**config.mk**
```make
export PLATFORM = sky130hd
export DESIGN_NAME = ysyx_22050550_wbu
export DESIGN_NICKNAME = d
export VERILOG_FILES = /design/src/rtl/ysyx_22050550_wbu.sv
export SDC_FILE = /design/constraint.sdc
export NUM_CORES = 1
export LEC_CHECK = 0
export ABC_AREA = 1
export BUFFER_PORTS_ARGS = -buffer_cell sky130_fd_sc_hd__buf_2
export CAP_MARGIN = 10
export CORE_AREA = 2 2 411 413
export CTS_CLUSTER_SIZE = 25
export DETAILED_ROUTE_END_ITERATION = 12
export DIE_AREA = 0 0 413 415
export GPL_TIMING_DRIVEN = 1
export PLACE_DENSITY = 0.3
export RECOVER_POWER = 50
export SETUP_SLACK_MARGIN = 0.3
export SLEW_MARGIN = 25
export SYNTH_ARGS = -nofsm -noshare
export SYNTH_HDL_FRONTEND = slang
export SYNTH_SLANG_ARGS = --single-unit
```
**constraint.sdc**
```tcl
create_clock -name clock -period 10.4 [get_ports clock]
set_input_delay 0.52 -clock clock [delete_from_list [all_inputs] [get_ports clock]]
set_output_delay 0.52 -clock clock [all_outputs]
set_load 0.01 [all_outputs]
```
**src/rtl/ysyx_22050550_wbu.sv**
```systemverilog
// ysyx_22050550_wbu -- write-back stage of the ysyx_22050550 core.
//
// Holds the final pipeline register before architectural state. It drives the
// integer register-file write port and the CSR write-back bus for the
// register/CSR block. It also resolves ecall/mret into a one-cycle PC redirect,
// counts retired instructions and reports the committed PC.
//
// Ports:
//   clock, reset          rising-edge clock, async active-high reset
//   in_*                  instruction handed over by MEM (valid/ready handshake)
//   mstatus_i/mtvec_i/mepc_i  live CSR values from the register/CSR block
//   io_valid/io_waddr/io_wdata/io_wen   integer register-file write port
//   wbm* / wbcsren        CSR write data and per-CSR write enables
//   redirect_valid/_pc    flush-and-fetch request for ecall/mret
//   commit_pc, minstret   committed PC and retired-instruction counter
module ysyx_22050550_wbu #(
    parameter int              XLEN        = 64,
    parameter logic [XLEN-1:0] ECALL_CAUSE = 64'd11
) (
    input  logic            clock,
    input  logic            reset,
    input  logic            in_valid,
    output logic            in_ready,
    input  logic [XLEN-1:0] in_pc,
    input  logic [4:0]      in_rd,
    input  logic            in_rd_wen,
    input  logic [XLEN-1:0] in_rd_data,
    input  logic [1:0]      in_csr_op,
    input  logic [11:0]     in_csr_addr,
    input  logic [XLEN-1:0] in_csr_wdata,
    input  logic [XLEN-1:0] mstatus_i,
    input  logic [XLEN-1:0] mtvec_i,
    input  logic [XLEN-1:0] mepc_i,
    output logic            io_valid,
    output logic [4:0]      io_waddr,
    output logic [XLEN-1:0] io_wdata,
    output logic            io_wen,
    output logic [XLEN-1:0] wbmepc,
    output logic [XLEN-1:0] wbmcause,
    output logic [XLEN-1:0] wbmtvec,
    output logic [XLEN-1:0] wbmstatus,
    output logic [XLEN-1:0] wbmie,
    output logic [XLEN-1:0] wbmip,
    output logic [7:0]      wbcsren,
    output logic            redirect_valid,
    output logic [XLEN-1:0] redirect_pc,
    output logic [XLEN-1:0] commit_pc,
    output logic [XLEN-1:0] minstret
);

    localparam logic [1:0] OP_NONE  = 2'd0;
    localparam logic [1:0] OP_CSRW  = 2'd1;
    localparam logic [1:0] OP_ECALL = 2'd2;
    localparam logic [1:0] OP_MRET  = 2'd3;

    localparam logic [11:0] A_MSTATUS = 12'h300;
    localparam logic [11:0] A_MIE     = 12'h304;
    localparam logic [11:0] A_MTVEC   = 12'h305;
    localparam logic [11:0] A_MEPC    = 12'h341;
    localparam logic [11:0] A_MCAUSE  = 12'h342;
    localparam logic [11:0] A_MIP     = 12'h344;

    typedef enum logic {RUN, TRAP} state_e;

    typedef struct packed {
        logic            valid;
        logic [XLEN-1:0] pc;
        logic [4:0]      rd;
        logic            rd_wen;
        logic [XLEN-1:0] rd_data;
        logic [1:0]      csr_op;
        logic [11:0]     csr_addr;
        logic [XLEN-1:0] csr_wdata;
    } stage_t;

    state_e          state_q, state_d;
    stage_t          stage_q, stage_d;
    logic [XLEN-1:0] minstret_q, minstret_d;
    logic            accept;

    assign in_ready = (state_q == RUN);
    assign accept   = in_valid && in_ready;

    // Stage register and FSM next state. The payload fields are left untouched
    // on a bubble; only the valid bit matters, and every output is gated by it.
    always_comb begin
        stage_d       = stage_q;
        stage_d.valid = 1'b0;
        state_d       = RUN;
        if (accept) begin
            stage_d.valid     = 1'b1;
            stage_d.pc        = in_pc;
            stage_d.rd        = in_rd;
            stage_d.rd_wen    = in_rd_wen;
            stage_d.rd_data   = in_rd_data;
            stage_d.csr_op    = in_csr_op;
            stage_d.csr_addr  = in_csr_addr;
            stage_d.csr_wdata = in_csr_wdata;
            if (in_csr_op == OP_ECALL || in_csr_op == OP_MRET) begin
                state_d = TRAP;
            end
        end
        // Every cycle with a valid stage retires its instruction.
        minstret_d = minstret_q + XLEN'(stage_q.valid);
    end

    always_ff @(posedge clock or posedge reset) begin
        if (reset) begin
            state_q    <= RUN;
            stage_q    <= '0;
            minstret_q <= '0;
        end else begin
            state_q    <= state_d;
            stage_q    <= stage_d;
            minstret_q <= minstret_d;
        end
    end

    // Write-back outputs, purely combinational from the stage and live CSRs.
    always_comb begin
        io_valid       = stage_q.valid;
        io_waddr       = '0;
        io_wdata       = '0;
        io_wen         = 1'b0;
        wbmepc         = '0;
        wbmcause       = '0;
        wbmtvec        = '0;
        wbmstatus      = '0;
        wbmie          = '0;
        wbmip          = '0;
        wbcsren        = '0;
        redirect_valid = 1'b0;
        redirect_pc    = '0;
        commit_pc      = '0;

        if (stage_q.valid) begin
            io_waddr  = stage_q.rd;
            io_wdata  = stage_q.rd_data;
            io_wen    = stage_q.rd_wen && (stage_q.rd != 5'd0);
            commit_pc = stage_q.pc;

            unique case (stage_q.csr_op)
                OP_CSRW: begin
                    unique case (stage_q.csr_addr)
                        A_MEPC:    begin wbmepc    = stage_q.csr_wdata; wbcsren[0] = 1'b1; end
                        A_MCAUSE:  begin wbmcause  = stage_q.csr_wdata; wbcsren[1] = 1'b1; end
                        A_MTVEC:   begin wbmtvec   = stage_q.csr_wdata; wbcsren[2] = 1'b1; end
                        A_MSTATUS: begin wbmstatus = stage_q.csr_wdata; wbcsren[3] = 1'b1; end
                        A_MIE:     begin wbmie     = stage_q.csr_wdata; wbcsren[4] = 1'b1; end
                        A_MIP:     begin wbmip     = stage_q.csr_wdata; wbcsren[5] = 1'b1; end
                        default:   ;
                    endcase
                end
                OP_ECALL: begin
                    // Trap entry: stack MIE into MPIE, disable interrupts, MPP = M.
                    wbmepc          = stage_q.pc;
                    wbmcause        = ECALL_CAUSE;
                    wbmstatus       = mstatus_i;
                    wbmstatus[7]    = mstatus_i[3];
                    wbmstatus[3]    = 1'b0;
                    wbmstatus[12:11] = 2'b11;
                    wbcsren         = 8'b0000_1011;
                end
                OP_MRET: begin
                    // Trap return: restore MIE from MPIE, set MPIE, MPP stays M.
                    wbmstatus       = mstatus_i;
                    wbmstatus[3]    = mstatus_i[7];
                    wbmstatus[7]    = 1'b1;
                    wbmstatus[12:11] = 2'b11;
                    wbcsren         = 8'b0000_1000;
                end
                default: ;
            endcase

            // TRAP is only ever entered with the ecall/mret sitting in the stage.
            if (state_q == TRAP) begin
                redirect_valid = 1'b1;
                redirect_pc    = (stage_q.csr_op == OP_ECALL) ? {mtvec_i[XLEN-1:2], 2'b00}
                                                              : mepc_i;
            end
        end
    end

    assign minstret = minstret_q;

endmodule

```
# Yosys cells after proc, flatten, opt, wreduce, memory -nomap -nowiden
# Cells that the tools add are included.
word_totals:
  regBits: 278
  latchBits: 0
  ram_bits: 0
  mem_bits_ro: 0
  inputBits: 407
  memories: 0
op_classes:
  addsub: 1
  multipliers: 0
  div: 0
  n_lt_le_gt_ge: 0
  n_eq_ne: 11
  shifts: 0
  n_mux: 38
  bitwise_logic: 1
  n_reduce_logical: 4
op_table:
  columns: ["cell", "n"]
  rows:
  - ["$mux 64", 20]
  - ["$pmux 64 s2", 2]
  - ["$mux 213", 1]
  - ["$pmux 64 s3", 1]
  - ["$eq 12x10->1 const B", 6]
  - ["$add 64x1->64", 1]
  - ["$pmux 6 s3", 1]
  - ["$mux 1", 11]
  - ["$eq 2x2->1 const B", 4]
  - ["$mux 6", 1]
  - ["$mux 5", 1]
  - ["$reduce_bool 5->1", 1]
  - ["$eq 2x1->1 const B", 1]
  - ["$logic_and 1x1->1", 2]
  - ["$logic_or 1x1->1", 1]
  - ["$not 1->1", 1]

# Longest topological paths before layout
# Gate-level depths: netlist of run 1.
logic_depth:
  word_depth: 4
  depth_mapped: 13
  ltp_nobuf: 11

# Worst setup path after synthesis of run 1
# Ideal clock, no wire load.
synth_timing:
  kind: "reg2out"
  start: "reg stage_q[77] in the netlist's numbering"
  end: "out wbmepc[10]"
  arrival_ns: 2.177
  t_required_ns: 9.880
  slack_ns: 7.703
  stages_incl_launch_ff: 11
  cell_sequence: "dfrtp_1 > clkbuf_1 > clkbuf_1 > inv_1 > ha_1 > clkbuf_1 > nand2_1 > inv_2 > clkbuf_1 > nand3_1 > o21ai_1"
synth_via:
  elab_chain_cells: 3
synth_rtl:
  columns: ["element", "line", "rtl"]
  rows:
  - ["start, declared", "77", "stage_t stage_q, stage_d;"]
  - ["start signal, assigned", "114", "stage_q <= stage_d;"]
  - ["$eq 2x2->1 / $eq 2x1->1 (equally long branches)", "142", "unique case (stage_q.csr_op)"]
  - ["$pmux 64 s2 *", "142", null]
  - ["$mux 64 *", "136", "if (stage_q.valid) begin"]
  - ["end, declared", "38", "output logic [XLEN-1:0] wbmepc,"]
# Mark *: on every way between the ends. The rest lies on a longest branch, timed or not.

# Worst setup path after layout of run 1
layout_timing:
  start: "reg stage_q, in the netlist io_valid"
  end: "out wbmepc[33]"
layout_via:
  elab_chain_cells: 1
layout_rtl:
  columns: ["element", "line"]
  rows:
  - ["$mux 64", "136"]
# No other way between the ends.

==> impl_metrics.py, run 1 <==
metrics = {
    "logic_synthesis": {
        "syn_area_um2": 17700,
        "yosysSeqAreaShare_pct": 39.4,
        "syn_area_per_cell_um2": 6.35,
        "ys_warn_count": 0,
        "synth_seq_cells": 278,
        "synthDistinctLibCells": 30,
        "syn_inst": 2781,
    },
    "die": {
        "die_x_um": 413,
        "die-area_um2": 171000,
        "core_area_um2": 167000,
        "num_rows": 150,
        "die_y_um": 415,
        "start_util_pct": 10.6,
        "pin_count": 1064,
    },
    "worst_setup_path": {
        "cpPeakStageDelay_ps": 1490,
        "r2r_start": "state_q",
        "crit_chain": "clkbuf_1 > buf_4 > buf_4 > buf_4 > nand3_1 > o21ai_0 > buf_2",
        "r2r-end": "stage_q[36]",
        "regToRegSetupSlack_ps": 3850,
        "ff2ff_path_depth": 7,
        "end_kind": "primary output",
        "path_common_cell": "buf_4",
        "slowest_stage": "clkbuf_1",
        "required_ps": 9880,
        "cp_num_buf_inv": 5,
        "path_class": "reg -> out",
        "cp.arrival_ps": 6190,
        "crit_family": "buffers and inverters",
        "critPathLaunchType": "register",
        "cp_max_fo": 63,
    },
    "sta": {
        "hold_viol": 0,
        "tightest_slew_ps": 5060,
        "fin_tns_setup_ps": 0,
        "rsz0062_at_grt": "no",
        "fin_crit_sh_pct": 64.6,
        "period_needed_ps": 6710,
        "slew-limit-headroom_pct": -239,
        "max_freq_mhz": 149,
        "maxSlewViolCount": 334,
        "setup_viol": 0,
        "final.setup_skew_ps": 24.1,
    },
    "route": {
        "drc": 0,
        "ant_nets": 0,
        "num_vias": 22700,
        "drt_iter0_drc": 1916,
        "vias_per_cell": 3.80,
        "wire_per_inst_um": 26.7,
        "wl_mm": 159,
        "drt-pass1-iter-count": 5,
    },
    "global_routing": {
        "use_met3_pct": 3.56,
        "top_usage_layer": "met2",
        "gr-usage-met2_pct": 29.9,
        "gr-usage-met1_pct": 23.3,
        "grt_util_all_layers_pct": 17.8,
        "overflow": 0,
        "grt_pass1_vias": 22000,
        "antenna_found_initial": 49,
        "grt_max_degree": 138,
        "grt_pass1_wl_mm": 207,
    },
    "placed_design": {
        "dpl.hpwl_mm": 129,
        "place_area_um2": 25300,
        "port_buffers": 1057,
        "gp_congestion": 0.942,
    },
    "cts": {
        "cts_tree": "yes",
        "htreeDepth": 2,
        "cts.hold.buffers_added": 0,
        "cts_root_buf": "clkbuf_16",
        "post_cts_buffers": 0,
        "clk_path_buf_depth": 3,
        "numCtsBuffers": 45,
        "ctsResizeCount": 0,
        "clock_latency_ps": 630,
        "clock-sinks": 278,
        "path_clk_slew_ps": 60,
    },
    "min_path": {
        "worst_hold_startpoint": "in_rd_data[58]",
        "min_path_cells": 3,
        "min_to": "stage_q[136]",
        "worstHoldPathType": "in -> reg",
    },
    "power": {
        "powerDensity_nw_per_um2": 141,
        "power.total_mw": 3.75,
        "leakage_nw": 14.1,
        "peakVddDrop_mv": 0.147,
    },
    "cells_and_area": {
        "layout.nets": 4151,
        "layout_commonest_cell": "nand2_1",
        "fill_cells": 19700,
        "syn_to_final_growth_pct": 50.9,
        "drive_gt1_share_pct": 30.0,
        "finalInstanceArea_um2": 26700,
        "multi_input_area_um2": 8980,
        "regArea_um2": 6960,
        "final_cell_mix": "nand2_1 (974), buf_2 (966), nor2_1 (475)",
    },
    "outcome": {
        "status": "finished, violations left",
        "violations": "capacitance limit, slew limit",
    },
    "job": {
        "cap_viol_max_count": 7,
    },
}
==> per-stage QoR <==
| step | instances | setup slack (ps) | hold WS [ps] | utilization [%] |
|---|---|---|---|---|
| floorplan | 2782 | 2210 | 449 | - |
| global placement | 5893 | 5920 | 463 | 15.2 |
| detailed placement | 5893 | 5910 | 464 | 15.2 |
| CTS | 5973 | 5200 | 7.63 | 16.1 |
| global route | 5976 | 2760 | 27.7 | 16.0 |
| finish | 5982 | 3690 | 80.1 | 16.0 |
==> tightest hold or removal path, delay by kind of cell <==
family / cells / cell delay [ps]
simple gates: 2 / 80
buf+inv: 1 / 70
==> flip-flops by register name, indices dropped and copies added (netlist names) <==
signal    flops
stage_q     212
minstret     64
io_valid      1
state_q       1
==> cell type report <==
cell class	count	share of cell area, %
Antenna cell	7	0.0657
Clock buffer	67	4.87
Clock inverter	13	0.708
Inverter	261	3.69
Multi-Input combinational cell	2058	33.7
Sequential cell	278	26.1
Tap cell	2204	10.3
Timing Repair Buffer	1094	20.5
==> kinds of logic after synthesis <==
group           after synthesis  share of synthesized area [%]
other cells                   1                         0.0212
fa+ha+maj                     6                          0.425
simple gates               1793                           42.1
compound gates              225                           6.39
flops                       278                           39.4
xor+xnor                     32                           1.59
buf+inv                     446                           10.1
==> per-layer routing <==
| layer | up-vias | routed length (µm) |
|---|---|---|
| met1 | 11200 | 69200 |
| met2 | 867 | 76200 |
| li1 | 10500 | - |
| met3 | 152 | 10300 |
| met5 | - | 178 |
| met4 | 30 | 3560 |
==> cells in the mapped netlist <==
library cell / number / share of area [%]
nand2_1: 975 / 21
nor2_1: 475 / 10
dfrtp_1: 278 / 39
inv_1: 259 / 5.5
o21ai_0: 147 / 4.2
nand3_1: 137 / 3.9
clkbuf_1: 119 / 2.5
nand4_1: 83 / 2.9
a21oi_1: 72 / 2.0
nor3_1: 62 / 1.8
buf_2: 42 / 1.2
nor2_2: 41 / 1.5
xnor2_1: 21 / 1.0
buf_1: 14 / 0.30
nor2_4: 12 / 0.76
xor2_1: 11 / 0.55
buf_6: 6 / 0.38
ha_1: 6 / 0.42
o21ai_1: 5 / 0.14
buf_4: 4 / 0.17
inv_2: 2 / 0.043
nand3b_1: 2 / 0.085
conb_1: 1 / 0.021
nand3_2: 1 / 0.057
nand3_4: 1 / 0.099
nand4_2: 1 / 0.071
nor3_2: 1 / 0.057
nor3_4: 1 / 0.092
nor4_1: 1 / 0.035
o21bai_1: 1 / 0.043
==> power by group <==
part           total [mW]  switching, mW  internal (mW)
Combinational       0.797          0.573          0.224
Sequential           1.35          0.159           1.19
Clock                1.60          0.662          0.941
==> how the worst max path moves through the flow <==
stage | from | endpoint | slack, ps | cells after the start
floorplan | reset | io_valid | 2210 | 1
global placement | stage_q[76] | wbmstatus[8] | 5920 | 7
detailed placement | stage_q[77] | wbmstatus[8] | 5910 | 8
CTS | stage_q[77] | wbmstatus[8] | 5200 | 8
global route | reset | stage_q[30] | 2760 | 4
finish | io_valid | wbmepc[33] | 3690 | 7
Note: power is estimated with default switching activity, not from simulation.
==> run 2, diff against run 1 <==
- CORE_AREA: 2 2 411 413 -> 2 2 418 420
- DIE_AREA: 0 0 413 415 -> 0 0 420 422
- clock period: 10.4 -> 5.7 ns (I/O delays scaled with it)
==> run 2 against run 1 <==
The run still ends with capacitance limit, slew limit left. Sequential share of layout area decreased by 2.1 points. Cell count increased by 5.8%. Clock-buffer cell count decreased by 1. Combinational power increased by 100%. Flip-flop and latch count unchanged. Via count increased by 4.0%. Global-route usage decreased by 0.40 points. Routed wire length increased by 0.63%. Core utilization increased by 0.77 points. Critical path type is now reg -> reg. Highest routed layer unchanged.
==> impl_metrics.py, run 2 (synthesized netlist as in run 1, its figures left out) <==
metrics = {
    "sta": {
        "fin_tns_setup_ps": 0,
        "rsz0062_at_grt": "no",
        "hold_viol": 0,
        "final.setup_skew_ps": 24.3,
        "period_needed_ps": 4640,
        "setup_slack_ps": 1060,
        "max_freq_mhz": 215,
        "fin_crit_sh_pct": 81.5,
        "setup_viol": 0,
        "tightest_slew_ps": 3530,
        "maxSlewViolCount": 300,
        "slew-limit-headroom_pct": -135,
    },
    "global_routing": {
        "grt_pass1_wl_mm": 211,
        "grt_pass1_vias": 23500,
        "antenna_found_initial": 56,
        "overflow": 0,
        "grt_max_degree": 127,
        "grt_util_all_layers_pct": 17.4,
    },
    "route": {
        "ant_nets": 0,
        "num_vias": 23700,
        "drc": 0,
        "vias_per_cell": 3.74,
        "wl_mm": 160,
        "drt-pass1-iter-count": 5,
        "drt_iter0_drc": 1543,
        "wire_per_inst_um": 25.4,
    },
    "die": {
        "pin_count": 1064,
        "core_area_um2": 173000,
        "die_y_um": 422,
        "die_x_um": 420,
        "die-area_um2": 177000,
        "num_rows": 153,
        "start_util_pct": 10.2,
    },
    "cts": {
        "clk_path_buf_depth": 3,
        "path_clk_slew_ps": 60,
        "cts_root_buf": "clkbuf_16",
        "ctsResizeCount": 0,
        "cts.hold.buffers_added": 213,
        "post_cts_buffers": 0,
        "numCtsBuffers": 46,
        "clock_latency_ps": 620,
        "cts_tree": "yes",
        "clock-sinks": 278,
        "htreeDepth": 2,
    },
    "power": {
        "powerDensity_nw_per_um2": 245,
        "peakVddDrop_mv": 0.211,
        "leakage_nw": 15.0,
    },
    "worst_setup_path": {
        "required_ps": 6200,
        "crit_family": "buffers and inverters",
        "end_kind": "register",
        "cpPeakStageDelay_ps": 2010,
        "cp_num_buf_inv": 2,
        "cp.arrival_ps": 5150,
        "crit_chain": "inv_1 > nand2_1 > clkbuf_1 > nor2_1 > o21bai_1",
        "regToRegSetupSlack_ps": 1060,
        "path_class": "reg -> reg",
        "critPathLaunchType": "register",
        "cp_max_fo": 44,
        "slowest_stage": "clkbuf_1",
    },
    "placed_design": {
        "dp_slack_ps": 1890,
        "gp_congestion": 1.04,
        "dpl.hpwl_mm": 128,
        "port_buffers": 1057,
        "dpl.cell_count": 6018,
    },
    "cells_and_area": {
        "top_register": "stage_q",
        "drive_gt1_share_pct": 28.2,
        "layout_commonest_cell": "nand2_1",
        "layout.nets": 4367,
        "fill_cells": 20300,
        "layout.cells.non_filler": 6327,
        "final_cell_mix": "nand2_1 (975), buf_2 (952), nor2_1 (476)",
        "largest_reg_flops": 212,
        "syn_to_final_growth_pct": 64.1,
    },
    "min_path": {
        "worstHoldPathType": "in -> reg",
    },
    "outcome": {
        "violations": "capacitance limit, slew limit",
        "status": "finished, violations left",
    },
    "job": {
        "cap_viol_max_count": 5,
    },
}
-- run 2: cell types whose count changed in the layout (fill, tap and decap cells not counted), moves of 3 or more --
| cell | before | now |
|---|---|---|
| clkinv_4 | 3 | 0 |
| clkbuf_2 | 0 | 5 |
| clkinv_2 | 3 | 7 |
| diode_2 | 7 | 18 |
| buf_2 | 966 | 952 |
| dlygate4sd3_1 | 0 | 213 |
| clkbuf_1 | 108 | 117 |
| buf_12 | 0 | 3 |
-- run 2: area by class of cell --
| type | count | area (µm²) | area share (%) |
|---|---|---|---|
| Multi-Input combinational cell | 2058 | 8970 | 30.9 |
| Sequential cell | 278 | 6960 | 24.0 |
| Clock inverter | 12 | 179 | 0.617 |
| Inverter | 261 | 992 | 3.42 |
| Tap cell | 2325 | 2910 | 10.0 |
| Antenna cell | 18 | 45.0 | 0.155 |
| Timing Repair Buffer | 1309 | 7600 | 26.2 |
| Clock buffer | 66 | 1340 | 4.61 |
-- run 2: worst reg2reg max path, delay by kind of cell (launching register included) --
family | cells | cell delay [ps]
AND/OR/NAND/NOR | 2 | 1740
flip-flops | 1 | 340
AO/OA/AOI/OAI | 1 | 300
buffers and inverters | 2 | 2150
-- run 2: final timing paths --
check,end,startpoint,cells after the start
max,stage_q[77],state_q,5
min,stage_q[205],in_pc[57],4
max reg2reg,stage_q[77],state_q,5
min reg2reg,stage_q[133],stage_q[133],2
max in group asynchronous,minstret[23],reset,5
min in group asynchronous,stage_q[126],reset,4
-- run 2: stage by stage --
step | total power, mW | hold slack, ps | util, % | area (µm²)
global placement | 4.04 | 464 | 14.7 | 25500
global route | 7.47 | 375 | 16.8 | 29000
CTS | 7.30 | 312 | 16.9 | 29100
floorplan | 3.07 | 395 | - | 17700
detailed placement | 4.04 | 465 | 14.7 | 25500
finish | 7.11 | 383 | 16.8 | 29000
-- run 2: layer usage --
| layer | track usage (%) | share of wire (%) | vias up |
|---|---|---|---|
| met3 | 3.55 | 6.4 | 150 |
| met2 | 30.4 | 50 | 857 |
| met4 | 4.41 | 2.1 | 6 |
| met1 | 21.5 | 41 | 11700 |
| li1 | - | - | 11000 |
| met5 | 0 | 0.017 | - |
-- run 2: power by group --
group	total [mW]	internal, mW	switching, mW
Clock	3.02	1.80	1.22
Combinational	1.63	0.504	1.13
Sequential	2.47	2.18	0.289
Total	7.11	4.48	2.63
